==> src/rtl/ieee754_div.sv <==
// ieee754_div: sequential IEEE-754 single-precision divider, y = a / b.
// A restoring mantissa divider resolves ITER_PER_CYCLE quotient bits per clock.
// The quotient mantissa is truncated, and denormal operands or results are
// flushed to zero.
//
// Ports:
//   clock        rising-edge clock
//   resetn       asynchronous, active-low reset
//   start        request; a and b are sampled on an edge where ready=1
//   a, b         dividend / divisor (IEEE-754 single)
//   ready        high while IDLE
//   done         one-cycle pulse; y and div_by_zero are valid from this cycle
//   y            quotient; holds its value until the next done
//   div_by_zero  status of the last result
//   dbg_state    current FSM state (0 IDLE, 1 DIV, 2 NORM, 3 SPECIAL)
//
// Handshake: a request is accepted on a rising edge where start=1 and ready=1.
// A start seen while ready=0 is ignored. Each accepted request produces exactly
// one done pulse, unless a reset aborts it. ready rises in the done cycle, so a
// start in that cycle is accepted back-to-back.
module ieee754_div #(
   parameter int ITER_PER_CYCLE = 1
) (
   input  logic        clock,
   input  logic        resetn,
   input  logic        start,
   input  logic [31:0] a,
   input  logic [31:0] b,
   output logic        ready,
   output logic        done,
   output logic [31:0] y,
   output logic        div_by_zero,
   output logic [1:0]  dbg_state
);

   if (ITER_PER_CYCLE != 1 && ITER_PER_CYCLE != 5 && ITER_PER_CYCLE != 25) begin : g_bad_cfg
      $error("ieee754_div: ITER_PER_CYCLE must be 1, 5 or 25");
   end

   localparam int         NCYC = 25 / ITER_PER_CYCLE;
   localparam logic [4:0] LAST = 5'(NCYC - 1);

   typedef enum logic [1:0] {IDLE = 2'd0, DIV = 2'd1, NORM = 2'd2, SPECIAL = 2'd3} state_t;

   state_t      state;
   logic        sign;
   logic [7:0]  ea, eb;
   logic [23:0] mb;
   logic [24:0] r, r_n;
   logic [24:0] q, q_n;
   logic [4:0]  cnt;

   logic              is_special;
   logic signed [9:0] e_norm;
   logic [22:0]       mant;
   logic [31:0]       norm_y;
   logic [31:0]       spec_y;
   logic              spec_dz;

   assign dbg_state = state;

   // Any reserved exponent (0 or 255) on either operand skips the divider.
   assign is_special = (a[30:23] == 8'hFF) || (b[30:23] == 8'hFF) ||
                       (a[30:23] == 8'h00) || (b[30:23] == 8'h00);

   // ITER_PER_CYCLE restoring steps. The remainder stays below 2*mb < 2^25,
   // so the bit shifted out of r is always zero.
   always_comb begin
      r_n = r;
      q_n = q;
      for (int i = 0; i < ITER_PER_CYCLE; i++) begin
         if (r_n >= {1'b0, mb}) begin
            r_n = r_n - {1'b0, mb};
            q_n = {q_n[23:0], 1'b1};
         end else begin
            q_n = {q_n[23:0], 1'b0};
         end
         r_n = r_n << 1;
      end
   end

   // q holds floor(ma/mb * 2^24). q[24] tells whether the mantissa ratio
   // reached 1.0, which selects both the mantissa window and the exponent bias.
   always_comb begin
      if (q[24]) begin
         mant   = q[23:1];
         e_norm = $signed({2'b00, ea}) - $signed({2'b00, eb}) + 10'sd127;
      end else begin
         mant   = q[22:0];
         e_norm = $signed({2'b00, ea}) - $signed({2'b00, eb}) + 10'sd126;
      end
      if (e_norm >= 10'sd255) begin
         norm_y = {sign, 8'hFF, 23'h0};
      end else if (e_norm <= 10'sd0) begin
         norm_y = {sign, 31'h0};
      end else begin
         norm_y = {sign, e_norm[7:0], mant};
      end
   end

   // Special cases are listed in priority order.
   always_comb begin
      spec_dz = 1'b0;
      if (ea == 8'hFF || eb == 8'hFF) begin
         spec_y = 32'h7FC0_0000;
      end else if (eb == 8'h00 && ea == 8'h00) begin
         spec_y  = 32'h7FC0_0000;
         spec_dz = 1'b1;
      end else if (eb == 8'h00) begin
         spec_y  = {sign, 8'hFF, 23'h0};
         spec_dz = 1'b1;
      end else begin
         spec_y = {sign, 31'h0};
      end
   end

   always_ff @(posedge clock or negedge resetn) begin
      if (!resetn) begin
         state       <= IDLE;
         ready       <= 1'b1;
         done        <= 1'b0;
         y           <= 32'h0;
         div_by_zero <= 1'b0;
         sign        <= 1'b0;
         ea          <= 8'h0;
         eb          <= 8'h0;
         mb          <= 24'h0;
         r           <= 25'h0;
         q           <= 25'h0;
         cnt         <= 5'h0;
      end else begin
         done <= 1'b0;
         case (state)
            IDLE: begin
               if (start) begin
                  sign  <= a[31] ^ b[31];
                  ea    <= a[30:23];
                  eb    <= b[30:23];
                  mb    <= {1'b1, b[22:0]};
                  r     <= {2'b01, a[22:0]};
                  q     <= 25'h0;
                  cnt   <= 5'h0;
                  ready <= 1'b0;
                  state <= is_special ? SPECIAL : DIV;
               end
            end
            DIV: begin
               r <= r_n;
               q <= q_n;
               if (cnt == LAST) begin
                  state <= NORM;
               end else begin
                  cnt <= cnt + 5'd1;
               end
            end
            NORM: begin
               y           <= norm_y;
               div_by_zero <= 1'b0;
               done        <= 1'b1;
               ready       <= 1'b1;
               state       <= IDLE;
            end
            SPECIAL: begin
               y           <= spec_y;
               div_by_zero <= spec_dz;
               done        <= 1'b1;
               ready       <= 1'b1;
               state       <= IDLE;
            end
            default: state <= IDLE;
         endcase
      end
   end

endmodule
==> config.mk <==
export PLATFORM = sky130hd
export DESIGN_NAME = ieee754_div
export DESIGN_NICKNAME = d
export VERILOG_FILES = /design/src/rtl/ieee754_div.sv
export SDC_FILE = /design/constraint.sdc
export NUM_CORES = 1
export LEC_CHECK = 0
export CORE_ASPECT_RATIO = 0.9
export CORE_UTILIZATION = 56
export CTS_CLUSTER_DIAMETER = 80
export DETAILED_ROUTE_END_ITERATION = 16
export PLACE_DENSITY_LB_ADDON = 0.05
export SYNTH_ARGS = -nofsm -noshare
export SYNTH_HDL_FRONTEND = slang
export SYNTH_SLANG_ARGS = --single-unit
==> constraint.sdc <==
create_clock -name clock -period 4.87 [get_ports clock]
set_clock_uncertainty 0.1 [all_clocks]
set_input_delay 0.487 -clock clock [delete_from_list [all_inputs] [get_ports clock]]
set_output_delay 0.487 -clock clock [all_outputs]
set_load 0.02 [all_outputs]
# Word-level counts from Yosys, hierarchy flattened

Index checks and enable logic that the tools add are counted.

Bits in registers: 133
Input bits: 67
Output and inout port bits: 37
Word-level logic and storage cells: 79

Add/sub/neg operators: 5
Order comparisons: 3
Equality and inequality tests: 11
Muxes and demuxes: 28
Bitwise gates (word level): 1
Reductions and logical operators: 19

Operators by type and width:

| cell                                                             | count |
|---|---|
| case mux 25 bit (2 select lines)                                 | 2 |
| 2-to-1 mux 31 bit                                                | 3 |
| 2-to-1 mux 32 bit                                                | 2 |
| case mux 32 bit (2 select lines)                                 | 1 |
| 2-to-1 mux 25 bit                                                | 2 |
| equality test 8 bit (second input constant)                      | 4 |
| zero test 8 bit                                                  | 4 |
| >= comparator 25 x 24 -> 1 bit                                   | 1 |
| 2-to-1 mux 24 bit                                                | 1 |
| subtractor 24 bit                                                | 1 |
| 2-to-1 mux 23 bit                                                | 1 |
| adder 9 x 8 -> 10 bit (second input constant)                    | 2 |
| >= comparator 10 x 9 -> 1 bit (second input constant)            | 1 |
| less-or-equal comparator 10 x 1 -> 1 bit (second input constant) | 1 |
| 2-to-1 mux 10 bit                                                | 1 |
| 2-to-1 mux 5 bit                                                 | 2 |
| case mux 5 bit (2 select lines)                                  | 1 |
| subtractor 8 x 8 -> 9 bit                                        | 1 |
| AND reduction 2 bit                                              | 4 |
| 2-to-1 mux 1 bit                                                 | 6 |
| 2-to-1 mux 2 bit                                                 | 3 |
| inequality test 2 bit (second input constant)                    | 3 |
| case mux 2 bit (3 select lines)                                  | 1 |
| nonzero test 2 bit                                               | 3 |
| other kinds (11)                                                 | 16 |

# Depth between registers and ports, before layout

Depth in word-level cells: 7
Mapped depth: 15
Gate-level depth less buffers: 14

# Least setup slack after synthesis

No wires, ideal clock.

Path kind: reg-to-reg
Start point: register ea[1]
End point: register y[10]
Setup time: 0.140 ns
Data arrival time: 3.554 ns
Data required time: 4.630 ns
Setup slack: 1.076 ns
Cell stages (with the launch flop): 15
Buffers on the path: 1
Period minus slack after synthesis: 3.794 ns
Cell sequence: dfrtp_1 > ha_1 > nor2b_1 > o21a_1 > or2_2 > ha_1 > nand3b_1 > nand2_1 > o2111a_1 > or4b_4 > nor4b_4 > a211oi_2 > nor3_4 > buf_4 > o32ai_1

Cells in the longest elaborated chain, start to end: 7
Elaborated cells between the ends (all ways): 15
Classes of those cells: 3 x add/sub; 2 x order compare; 1 x eq/ne; 6 x mux; 3 x reduce/logical

Ends and longest elaborated chain:

| what                                     | RTL line | source |
|---|---|---|
| start: declaration                       | 47       | `logic [7:0] ea, eb;` |
| start signal: assignment                 | 137      | `ea <= a[30:23];` |
| subtractor 8 x 8 -> 9 bit                | 87, 90   |  |
| adder 9 x 8 -> 10 bit (on tied branches) | 90, 87   |  |
| 2-to-1 mux 10 bit                        | 85       | `if (q[24]) begin` |
| less-or-equal comparator 10 x 1 -> 1 bit | 94       | `end else if (e_norm <= 10'sd0) begin` |
| 2-to-1 mux 31 bit                        | 94       |  |
| 2-to-1 mux 31 bit                        | 92       | `if (e_norm >= 10'sd255) begin` |
| case mux 32 bit (2 select lines) *       | 133      | `case (state)` |
| end signal: assignment                   | 157      | `y <= norm_y;` |
| end signal: assignment                   | 164      | `y <= spec_y;` |
| end: declaration                         | 31       | `output logic [31:0] y,` |

Every way passes the cells marked *; elsewhere a longest branch is shown, timed or not.
A chain may end at the register's enable or synchronous reset.

# Worst setup path after layout

Start point: register ea[1]
End point: register y[5]

Same word-level chain as after synthesis.

==> impl_metrics.py <==
metrics = {
    "run_status": {
        "outcome": "completed",
    },
    "synthesis": {
        "synth_top_area_share_pct": 40.94,
        "netlist_area_um2": 8069,
        "synthCells": 912,
        "synth_top_cell_by_area": "dfrtp_1",
        "synth-edff-count": 0,
        "yosys-top-cells-area": "dfrtp_1, nand2_1, ha_1",
        "ys.warnings.count": 0,
        "synth_area_per_cell_um2": 8.848,
        "yosysSeqAreaShare_pct": 41.26,
        "synth-async-reset-ratio_pct": 100.0,
        "synthesis.nets": 1018,
        "synth_ff_type": "dfrtp_1",
        "synth_cell_types": 78,
        "ys_ff_latch": 133,
    },
    "timing": {
        "fmax_mhz": 226.7,
        "rsz0062_at_grt": "no",
        "maxSlewViolCount": 0,
        "worstMarginPinSlew_ns": 1.007,
        "fin_crit_sh_pct": 90.57,
        "slew_headroom_pct": 32.87,
        "holdWs_ns": 0.08998,
        "setup_violations": 0,
        "finalHoldViolations": 0,
        "fin_tns_setup_ns": 0,
        "fin_crit_ns": 4.411,
    },
    "floorplan": {
        "coreArea_um2": 14060,
        "dieArea_um2": 14890,
        "fp-row-count": 41,
        "ios": 104,
        "die_w_um": 128.5,
        "dieHeight_um": 115.9,
        "start_util_pct": 57.41,
    },
    "cells_and_area": {
        "nets": 1099,
        "final_util_pct": 69.71,
        "final_common_cell": "nand2_1",
        "fin_cells": 1199,
        "multi_input_area_um2": 4277,
        "fillers": 1146,
        "layout_common_cells": "nand2_1, dfrtp_1, clkdlybuf4s50_1",
        "diodes": 0,
        "seq_area_um2": 3329,
        "layout-area-overhead-vs-synth_pct": 21.43,
        "drive_above_1_share_pct": 6.461,
        "finalInstanceArea_um2": 9798,
    },
    "global_routing": {
        "grt_util_met2_pct": 41.05,
        "grt_pass1_wl_um": 32090,
        "gr-max-usage-layer": "met2",
        "grt_max_degree": 108,
        "grt_pass1_vias": 6431,
        "gr-total-overflow": 0,
        "grt_use_met1_pct": 40.80,
        "grt_use_total_pct": 27.56,
        "grt_use_met3_pct": 4.063,
        "grt_antenna_before_repair": 0,
    },
    "setup_path": {
        "cp_top_family": "simple AND/OR/NAND/NOR gates",
        "cp-start-kind": "register",
        "worstPathArrival_ns": 4.57,
        "slowest_stage": "o21ai_2",
        "slowest_delay_ns": 0.75,
        "cp.required_ns": 5.03,
        "critical_path_class": "reg2reg",
        "crit_chain": "ha_1, nor2b_1, o21a_1, or2_2, ha_1, nand3b_1, nand2_1, or4b_1, or4b_4, nor4b_4, or3_4, o21ai_2, o32ai_1",
        "path_buf_inv": 0,
        "path_common_cell": "ha_1",
        "end_kind": "register",
        "cp_max_fo": 22,
    },
    "power_and_ir_drop": {
        "leakagePower_uw": 0.004300,
        "p_switching_uw": 3971,
        "p_int_uw": 4503,
        "switching_share_pct": 46.87,
        "irDropWorstVdd_v": 0.0004063,
        "clkPwrFrac_pct": 15.5,
        "power_frac_seq_pct": 23.4,
        "combPwrFrac_pct": 61.2,
        "powerDensity_nw_per_um2": 864.8,
    },
    "clock_tree": {
        "post_cts_buffers": 0,
        "cts-resized-gates": 0,
        "hold_buffers": 0,
        "htree_levels": 4,
        "clk_pin_slew_ns": 0.06,
        "cts_buffers": 17,
        "cts.sinks": 133,
        "cts_buffer_depth": 2,
        "clk_latency_ns": 0.42,
        "root_buffer": "clkbuf_16",
        "cts_tree": "yes",
    },
    "placement": {
        "dpl.hpwl_um": 12950,
        "portBuffers": 103,
        "placed_cells": 1167,
        "dpl-instance-area_um2": 9195,
        "gp_congestion": 0.8496,
    },
    "detailed_routing": {
        "wirelength_um": 19420,
        "drt_iter0_markers": 517,
        "first_pass_iters": 6,
        "route.detailed.drc": 0,
        "route.vias.total": 6958,
        "wl_per_cell_um": 16.20,
        "via_per_inst": 5.803,
        "drtAntennaViolNets": 0,
    },
    "hold_path": {
        "worst_hold_path_type": "in2async",
    },
    "run": {
        "maxCapViolCount": 0,
    },
}
[per-layer routing]
layer	share of wire (%)	vias to the layer above	wire length [um]
met5	0	-	0
met3	4.6	22	886
li1	-	3423	-
met2	44	173	8453
met4	1.5	0	296
met1	50	3340	9782
[cells by family (layout without fill, tap and decap cells)]
logic type / Yosys count / after routing / share of synthesized area [%]
fa+ha+maj: 39 / 39 / 6.141
compound gates: 226 / 226 / 18.84
simple gates: 330 / 330 / 19.79
xor+xnor: 29 / 29 / 3.241
flops: 133 / 133 / 41.26
mux: 39 / 39 / 4.853
buf+inv: 116 / 210 / 5.877
[worst register-to-register path, cell delays in order (launching register included)]
cell and delay, ns:
dfrtp_1 0.42, ha_1 0.35, nor2b_1 0.18, o21a_1 0.19, or2_2 0.31, ha_1 0.20
nand3b_1 0.08, nand2_1 0.21, or4b_1 0.55, or4b_4 0.22, nor4b_4 0.05, or3_4 0.43
o21ai_2 0.75, o32ai_1 0.22
[power groups by stage]
stage / sequential [uW] / clock (uW) / combinational [uW]
global placement: 1980 / 0 / 5050
detailed placement: 1990 / 0 / 5120
floorplan: 1980 / 0 / 3960
CTS: 1980 / 1330 / 5170
finish: 1980 / 1310 / 5180
global route: 2040 / 1370 / 5780
[cells in the mapped netlist, types with 12 or more instances]
master / instances
nand4_1: 15
nand2_1: 150
nand3_1: 42
mux2i_1: 38
clkbuf_1: 34
nor2_1: 40
a21o_1: 15
nor4_1: 12
ha_1: 38
xor2_1: 14
xnor2_1: 14
dfrtp_1: 132
o32ai_1: 21
o21ai_0: 67
a21oi_1: 42
inv_1: 66
or3_1: 14
[state kept, by name (all words and copies together) (netlist names), 2 cells and up]
name,cells
ea,8
cnt,5
eb,8
mb,24
q,25
r,25
dbg_state,2
y,32
[through the flow]
| stage | worst slack [ns] | power [uW] |
|---|---|---|
| 2_1_floorplan | 1.076 | 5943 |
| 3_3_place_gp | 0.5596 | 7034 |
| 3_5_place_dp | 0.5071 | 7106 |
| 4_1_cts | 0.4685 | 8473 |
| 5_1_grt | 0.1893 | 9197 |
| 6_report | 0.4595 | 8474 |
[final timing paths]
| kind | endpoint | depth (start not counted) | slack [ns] | startpoint |
|---|---|---|---|---|
| hold / removal | mb[16]$_DFFE_PN0P_ | 1 | 0.09 | resetn |
| min in group clock | mb[23]$_DFFE_PN0P_ | 2 | 0.35 | mb[23]$_DFFE_PN0P_ |
| hold reg to reg | mb[23]$_DFFE_PN0P_ | 2 | 0.35 | mb[23]$_DFFE_PN0P_ |
| max in group asynchronous | ready$_DFFE_PN1P_ | 2 | 3.57 | resetn |
| setup / recovery | y[5]$_DFFE_PN0P_ | 13 | 0.46 | ea[1]$_DFFE_PN0P_ |
| setup reg to reg | y[5]$_DFFE_PN0P_ | 13 | 0.46 | ea[1]$_DFFE_PN0P_ |
[cell type report]
type | count | share of cell area, %
Inverter | 66 | 2.528
Sequential cell | 133 | 33.98
Multi-Input combinational cell | 663 | 43.65
Clock buffer | 18 | 4.482
Tap cell | 193 | 2.465
Clock inverter | 14 | 1.673
Timing Repair Buffer | 112 | 11.22
Note: power is estimated with default switching activity, not from simulation.
